`config.mk`:
```
export PLATFORM = sky130hd
export DESIGN_NAME = lcd_frame_streamer
export DESIGN_NICKNAME = d
export VERILOG_FILES = /design/src/rtl/lcd_frame_streamer.sv
export SDC_FILE = /design/constraint.sdc
export NUM_CORES = 1
export LEC_CHECK = 0
export CORE_MARGIN = 4
export CORE_UTILIZATION = 55
export CTS_CLUSTER_SIZE = 16
export DETAILED_ROUTE_END_ITERATION = 12
export PLACE_DENSITY = 0.78
export SYNTH_ARGS = -nofsm -noshare
export SYNTH_HDL_FRONTEND = slang
export SYNTH_SLANG_ARGS = --single-unit
export TNS_END_PERCENT = 5
```
`constraint.sdc`:
```
create_clock -name sys_clk_50MHz -period 3.5 [get_ports sys_clk_50MHz]
set_input_delay 1.05 -clock sys_clk_50MHz [delete_from_list [all_inputs] [get_ports sys_clk_50MHz]]
set_output_delay 1.05 -clock sys_clk_50MHz [all_outputs]
set_load 0.01 [all_outputs]
```
`src/rtl/lcd_frame_streamer.sv`:
```
// Pixel FIFO plus window/RAM-write command sequencer feeding a 9-bit {DC, byte} SPI writer.
// Optional macro LCD_STREAM_UNDERRUN_FILL_EN: on FIFO underrun, send black fill words instead of stalling.
module lcd_frame_streamer #(
  parameter int H_RES      = 240,
  parameter int V_RES      = 160,
  parameter int X_OFS      = 0,
  parameter int Y_OFS      = 0,
  parameter int FIFO_DEPTH = 16
) (
  input  logic       sys_clk_50MHz,
  input  logic       sys_rst,
  input  logic       start_frame,
  input  logic [7:0] pix_data,
  input  logic       pix_valid,
  output logic       pix_ready,
  input  logic       wr_done,
  output logic [8:0] data,
  output logic       en_write,
  output logic       busy,
  output logic       frame_done,
  output logic       underrun
);

  localparam int TOTAL = H_RES * V_RES;
  localparam int PW    = $clog2(TOTAL + 1);
  localparam int AW    = $clog2(FIFO_DEPTH);
  localparam logic [15:0] XS = 16'(X_OFS);
  localparam logic [15:0] XE = 16'(X_OFS + H_RES - 1);
  localparam logic [15:0] YS = 16'(Y_OFS);
  localparam logic [15:0] YE = 16'(Y_OFS + V_RES - 1);
  localparam logic [PW-1:0] LAST = PW'(TOTAL);

  // state | meaning
  // IDLE  | waiting for start_frame
  // CMD   | sending CASET/RASET/RAMWR words, index in cmd_idx_q
  // PIXEL | sending pixel words, pix_cnt_q = pixels loaded so far
  typedef enum logic [1:0] {IDLE, CMD, PIXEL} state_t;

  state_t          state_q, state_d;
  logic [3:0]      cmd_idx_q, cmd_idx_d;
  logic [PW-1:0]   pix_cnt_q, pix_cnt_d;
  logic [8:0]      data_q, data_d;
  logic            en_q, en_d, busy_q, busy_d, done_q, done_d, urun_q, urun_d;
  logic            pixel_due;

  logic [7:0]      mem_q [FIFO_DEPTH];
  logic [AW-1:0]   rd_ptr_q, wr_ptr_q;
  logic [AW:0]     count_q, count_d;
  logic            push, pop, fifo_empty;

  assign pix_ready  = (count_q != (AW+1)'(FIFO_DEPTH));
  assign fifo_empty = (count_q == '0);
  assign push       = pix_valid && pix_ready;

  assign data       = data_q;
  assign en_write   = en_q;
  assign busy       = busy_q;
  assign frame_done = done_q;
  assign underrun   = urun_q;

  function automatic logic [8:0] cmd_word(input logic [3:0] idx);
    case (idx)
      4'd0:    cmd_word = 9'h02A;
      4'd1:    cmd_word = {1'b1, XS[15:8]};
      4'd2:    cmd_word = {1'b1, XS[7:0]};
      4'd3:    cmd_word = {1'b1, XE[15:8]};
      4'd4:    cmd_word = {1'b1, XE[7:0]};
      4'd5:    cmd_word = 9'h02B;
      4'd6:    cmd_word = {1'b1, YS[15:8]};
      4'd7:    cmd_word = {1'b1, YS[7:0]};
      4'd8:    cmd_word = {1'b1, YE[15:8]};
      4'd9:    cmd_word = {1'b1, YE[7:0]};
      default: cmd_word = 9'h02C;
    endcase
  endfunction

  always_comb begin
    state_d   = state_q;
    cmd_idx_d = cmd_idx_q;
    pix_cnt_d = pix_cnt_q;
    data_d    = data_q;
    en_d      = en_q;
    busy_d    = busy_q;
    done_d    = 1'b0;
    urun_d    = urun_q;
    pixel_due = 1'b0;
    pop       = 1'b0;
    case (state_q)
      IDLE: begin
        // frame_done cycle still counts as the tail of the previous frame
        if (start_frame && !done_q) begin
          state_d   = CMD;
          busy_d    = 1'b1;
          urun_d    = 1'b0;
          cmd_idx_d = 4'd0;
          pix_cnt_d = '0;
          data_d    = cmd_word(4'd0);
          en_d      = 1'b1;
        end
      end
      CMD: begin
        if (en_q && wr_done) begin
          if (cmd_idx_q == 4'd10) begin
            state_d   = PIXEL;
            pixel_due = 1'b1;
          end else begin
            cmd_idx_d = cmd_idx_q + 4'd1;
            data_d    = cmd_word(cmd_idx_q + 4'd1);
          end
        end
      end
      PIXEL: begin
        if (en_q && wr_done) begin
          if (pix_cnt_q == LAST) begin
            state_d = IDLE;
            en_d    = 1'b0;
            busy_d  = 1'b0;
            done_d  = 1'b1;
          end else begin
            pixel_due = 1'b1;
          end
        end else if (!en_q) begin
          pixel_due = 1'b1;
        end
      end
      default: state_d = IDLE;
    endcase

    if (pixel_due) begin
      if (!fifo_empty) begin
        data_d    = {1'b1, mem_q[rd_ptr_q]};
        en_d      = 1'b1;
        pop       = 1'b1;
        pix_cnt_d = pix_cnt_q + PW'(1);
      end else begin
`ifdef LCD_STREAM_UNDERRUN_FILL_EN
        data_d    = 9'h100;
        en_d      = 1'b1;
        pix_cnt_d = pix_cnt_q + PW'(1);
`else
        en_d      = 1'b0;
`endif
        urun_d    = 1'b1;
      end
    end
  end

  always_comb begin
    count_d = count_q;
    if (push && !pop)      count_d = count_q + (AW+1)'(1);
    else if (pop && !push) count_d = count_q - (AW+1)'(1);
  end

  always_ff @(posedge sys_clk_50MHz) begin
    if (sys_rst) begin
      state_q   <= IDLE;
      cmd_idx_q <= '0;
      pix_cnt_q <= '0;
      data_q    <= '0;
      en_q      <= 1'b0;
      busy_q    <= 1'b0;
      done_q    <= 1'b0;
      urun_q    <= 1'b0;
      rd_ptr_q  <= '0;
      wr_ptr_q  <= '0;
      count_q   <= '0;
    end else begin
      state_q   <= state_d;
      cmd_idx_q <= cmd_idx_d;
      pix_cnt_q <= pix_cnt_d;
      data_q    <= data_d;
      en_q      <= en_d;
      busy_q    <= busy_d;
      done_q    <= done_d;
      urun_q    <= urun_d;
      count_q   <= count_d;
      if (pop)  rd_ptr_q <= rd_ptr_q + AW'(1);
      if (push) wr_ptr_q <= wr_ptr_q + AW'(1);
    end
  end

  always_ff @(posedge sys_clk_50MHz) begin
    if (push) mem_q[wr_ptr_q] <= pix_data;
  end

endmodule

```
Yosys cells after proc, flatten, opt, wreduce, memory -nomap -nowiden

Memories as Yosys holds them, arrays and structs flattened. A register that Yosys moved wholly into a read port is not among the register bits.
Index checks and enable logic that the tools add are counted.

Memory bits (writable): 128
Memories: 2
Bits in read-only memories: 144
Output and inout bits: 14
Bits of input ports: 13
Logic and storage cells: 98
Bits in registers: 48

Reduce and logical (&&, ||, !) cells: 19
Bitwise gates (word level): 2
$add $sub $neg: 6
Multiplexer cells: 44
Equal/unequal tests: 14

Memories:

| name             | words | width | rd ports | clocked after Yosys merged registers in | wr ports | line | text |
|---|---|---|---|---|---|---|---|
| (name not given) | 16    | 9     | 1        | 0                                       | 0        | 62   | `case (idx)` |
| mem_q            | 16    | 8     | 1        | 1                                       | 1        | 46   | `logic [7:0] mem_q [FIFO_DEPTH];` |

Operators with widths:

| cell                                                                | count |
|---|---|
| 16-bit 2-to-1 mux                                                   | 4 |
| 9-bit 2-to-1 mux                                                    | 5 |
| 4-bit 2-to-1 mux                                                    | 5 |
| 1-bit 2-to-1 mux                                                    | 18 |
| 9-bit case mux with 2 select lines                                  | 1 |
| 16-bit by 1-bit adder with 16-bit output (second input constant)    | 1 |
| 16-bit equality test (second input constant)                        | 1 |
| 4-bit by 1-bit adder with 4-bit output (second input constant)      | 3 |
| 2-bit != test (second input constant)                               | 6 |
| 4-bit AND reduction                                                 | 3 |
| 2-bit 2-to-1 mux                                                    | 5 |
| 5-bit 2-to-1 mux                                                    | 2 |
| 3-bit != test (second input constant)                               | 3 |
| 4-bit case mux with 2 select lines                                  | 1 |
| 2-bit case mux with 3 select lines                                  | 1 |
| 2-bit nonzero test                                                  | 3 |
| 5-bit by 1-bit adder with 5-bit output (second input constant)      | 1 |
| 1-bit logical AND                                                   | 5 |
| 5-bit zero test                                                     | 1 |
| 5-bit != test (second input constant)                               | 1 |
| 5-bit AND reduction                                                 | 1 |
| 5-bit by 1-bit subtractor with 5-bit output (second input constant) | 1 |
| 4-bit equality test (second input constant)                         | 1 |
| 1-bit case mux with 2 select lines                                  | 2 |
| other kinds (7)                                                     | 10 |

Longest topological paths before layout

Depth in word-level cells: 8
Gate-level depth with buffers: 17
Gate-level depth less buffers: 14

Worst setup path after synthesis

No wires, ideal clock.

Path type: input-to-reg
Start: input wr_done
End: register count_q[4]
Arrival time: 3.366 ns
Stages on the path: 14
Data required time: 3.430 ns
Buffers on the path: 2
Setup slack: 0.064 ns
Cells stage by stage: nand3_1 > o22ai_2 > o21a_4 > inv_6 > buf_12 > buf_6 > ha_1 > inv_1 > fa_1 > a21o_1 > a21oi_1 > xnor2_1 > or3_1 > a21oi_1

Word-level cells in the longest chain between the ends: 7
Elaborated cells on any way between the ends: 10

RTL lines:

| item                                                   | line     | text |
|---|---|---|
| start, declared                                        | 16       | `input logic wr_done,` |
| 1-bit logical AND (*)                                  | 102, 113 |  |
| 1-bit 2-to-1 mux, on equally long branches             | 113, 102 |  |
| 1-bit case mux with 2 select lines (*)                 | 88       | `case (state_q)` |
| 1-bit 2-to-1 mux (*)                                   | 129      | `if (pixel_due) begin` |
| 1-bit zero test                                        | 150      | `if (push && !pop) count_d = count_q + (AW+1)'(1);` |
| 1-bit logical AND                                      | 150      |  |
| 5-bit 2-to-1 mux or 2-bit nonzero test (tied branches) | n/a      |  |
| end signal, assigned                                   | 176      | `count_q <= count_d;` |
| end, declared                                          | 48       | `logic [AW:0] count_q, count_d;` |

Mark *: on every way between the ends. The rest lies on a longest branch, timed or not.
A chain may end at the register's enable or synchronous reset.

Final worst setup path

Ends and elaborated chain as after synthesis.

==> results.yml <==
status:
  status: "finished, final reports clean"
timing:
  fin_ws_ps: 256
  rsz0062_at_grt: "false"
  period_needed_ps: 3240
  hold_viol: 0
  slew_headroom: 0.372
  max_freq_mhz: 308
  hold_ws_ps: 478
  worst_pin_slew_ps: 940
  skew_ps: 10.3
  maxSlewViolCount: 0
  post-route-period-util: 0.927
  final-setup-viol-count: 0
worst_setup_path:
  cp_cell_sequence: "clkdlybuf4s50_1, nand3_1, o22ai_2, o21a_4, inv_6, ha_1, inv_1, fa_1, a21o_1, a21oi_1, xnor2_1, or3_1, a21oi_1"
  cpPeakStageDelay_ps: 470
  cp-end-kind: "register"
  cp_slowest_cell: "clkdlybuf4s50_1"
  cp_max_fo: 4
  r2r_setup_slack_ps: 490
  cp-start-kind: "input port"
  cp_data_required_time_ps: 3860
  worstReg2RegStart: "count_q[0]$_SDFFE_PP0P_"
  cp_common_cell: "a21oi_1"
  r2r_end: "count_q[4]$_SDFFE_PP0P_"
  worstSetupPathType: "input port to register"
  reg2reg_depth: 12
  crit_start: "wr_done"
  arrival_ps: 3610
die:
  io_pins: 27
  start_util: 0.567
  die_w_microns: 128
  rows: 43
  die_area_sq_mm: 0.0165
  core_sq_mm: 0.0140
  dieHeight_microns: 128
grt:
  overflow: 0
  grt_pass1_vias: 5154
  grt_pass1_wl_microns: 28000
  antenna_found_initial: 0
  grtUsageTotal: 0.227
  grt_max_degree: 33
placement:
  port_buffers: 26
  gp_congestion: 0.864
  dp_slack_ps: -157
  hpwl_microns: 11400
run:
  max_cap_violations: 0
routing:
  route.vias.total: 5215
  wl_met2_microns: 8780
  met3_length_microns: 1050
  wl_met1_microns: 7310
  wl_per_cell_microns: 21.2
  drtIter0Drc: 516
  drt_wl_total_microns: 17600
  via_per_inst: 6.28
  antenna_left: 0
  drcViolationCount: 0
  drt_pass1_iterations: 5
  dr.max_layer_used: "met4"
clock_tree:
  cts_max_level: 4
  cts_resized: 0
  cts_buffer_depth: 2
  clockRootBuffer: "clkbuf_16"
  ctsHoldBuffers: 0
  cts_tree: "yes"
  post_cts_buffers: 0
  clk_pin_slew_worst_paths_ps: 70
  insertion_delay_ps: 440
  cts_buffers: 17
  clkSinkCount: 180
synthesis:
  netlist_top_cells_area: "edfxtp_1, dfxtp_1, mux4_2"
  yosysWarnings: 0
  syn_avg_cell_area_sq_um: 13.6
  synth_top_area_cell: "edfxtp_1"
  ys_seq_elements: 180
  synth_edf_count: 128
  synth_ff_type: "edfxtp_1"
  ys_async_sr_fraction: 0
  netlist_area_sq_mm: 0.00796
  synth_top_area_share: 0.483
  yosysUniqueCellTypes: 68
  yosysSeqAreaShare: 0.613
  synth_common_cells: "edfxtp_1, dfxtp_1, nor2_1, nand2_1, nand3_1"
  syn_inst: 587
  synth_fp_nets: 620
  post-synth-top-count-cell: "edfxtp_1"
pwr:
  cell_internal_pwr_mw: 3.78
  switchingPower_mw: 1.53
  p_comb_frac: 0.187
  p_clk_frac: 0.341
  vdd_drop_max_mv: 0.399
  leakagePower_nw: 3.01
  power_frac_seq: 0.472
  power_density_mw_per_mm2: 583
  swShare: 0.288
finish:
  area_growth_pct: 14.3
  drive_gt1_frac: 0.189
  num_antenna_cells: 0
  utilization: 0.648
  fin_nets: 670
hold_path:
  hp-class: "register to register"
  min_from: "busy$_SDFFE_PP0P_"
  min_to: "busy$_SDFFE_PP0P_"
  whs_path_depth: 2
[final cells by class]
class,instances,area [sq um]
Tap cell,180,225
Inverter,19,76.3
Clock inverter,15,135
Clock buffer,17,425
Multi-Input combinational cell,357,2810
Sequential cell,180,4890
Fill cell,967,4940
Timing Repair Buffer,62,538
[worst max path at each step]
stage	slack, ps	to
after floorplan	60	count_q[4]$_SDFFE_PP0P_
final	260	count_q[4]$_SDFFE_PP0P_
after detailed placement	-160	count_q[4]$_SDFFE_PP0P_
after CTS	280	count_q[4]$_SDFFE_PP0P_
after global routing	120	count_q[4]$_SDFFE_PP0P_
after global placement	-80	count_q[4]$_SDFFE_PP0P_
[registers in the layout, summed over array words and instances (netlist names), named ones only]
name,count
en_write,1
state_q,2
frame_done,1
cmd_idx_q,4
count_q,5
rd_ptr_q,4
data,9
underrun,1
wr_ptr_q,4
mem_q,128
busy,1
pix_cnt_q,16
[logic make-up (layout without fill, tap and decap cells)]
logic type / after synthesis / in the layout / synth area share
multiplexers: 48 / 48 / 0.104
flip-flops: 180 / 180 / 0.613
XOR/XNOR: 11 / 11 / 0.0121
AO/OA/AOI/OAI: 105 / 105 / 0.0938
buffers and inverters: 50 / 113 / 0.0333
adder cells (fa/ha/maj): 20 / 20 / 0.0324
AND/OR/NAND/NOR: 173 / 173 / 0.112
[metal layers]
metal,up-vias,track usage
met2,221,0.372
met1,2580,0.302
li1,2373,-
met5,-,0
met3,41,0.0403
met4,0,0.0911
[power groups by stage]
stage                     logic (mW)  registers, mW  clock network (mW)
after floorplan                0.653           2.52                   0
after global placement         0.925           2.53                   0
after detailed placement       0.971           2.55                   0
after CTS                      0.985           2.50                1.82
after global routing            1.09           2.52                1.93
final                          0.991           2.50                1.81
[metrics by stage]
step	setup TNS, ps	cells	area (sq um)	total power, mW
2_1_floorplan	0	587	7960	3.17
3_3_place_gp	-84.6	798	8540	3.46
3_5_place_dp	-157	798	8540	3.52
4_1_cts	0	830	9100	5.31
5_1_grt	0	830	9100	5.53
6_report	0	830	9100	5.30
[layout by cell type, fill, tap and decap left out, types with 3 or more instances in the layout]
cell,instances
inv_8,3
dfxtp_1,51
a31oi_1,9
inv_6,7
o21a_1,3
mux2_2,15
xor2_1,5
a21o_1,3
edfxtp_1,128
o22ai_1,3
nor2_1,41
buf_4,35
a21oi_1,27
mux4_2,26
nor3_1,17
o31ai_1,3
ha_1,19
a22oi_1,4
nor4_1,4
clkinv_4,3
a311oi_1,4
a211oi_1,9
xnor2_1,6
nand2_1,31
clkdlybuf4s50_1,25
nor2b_1,8
o21ai_0,11
or3_1,12
and3_1,4
inv_1,18
clkbuf_16,17
nand4_1,6
nand3_1,30
clkinvlp_4,3
o221ai_1,4
nand2b_1,8
mux2i_1,7
[critical path: cells and delay by family]
family                     cells  cell delay, ps
and+or+nand+nor                2             450
xor gates and xnor gates       1              80
AOI/OAI and AO/OA              5             840
buffers and inverters          3             620
adders and majority gates      2             560
(Power assumes the default switching activity.)
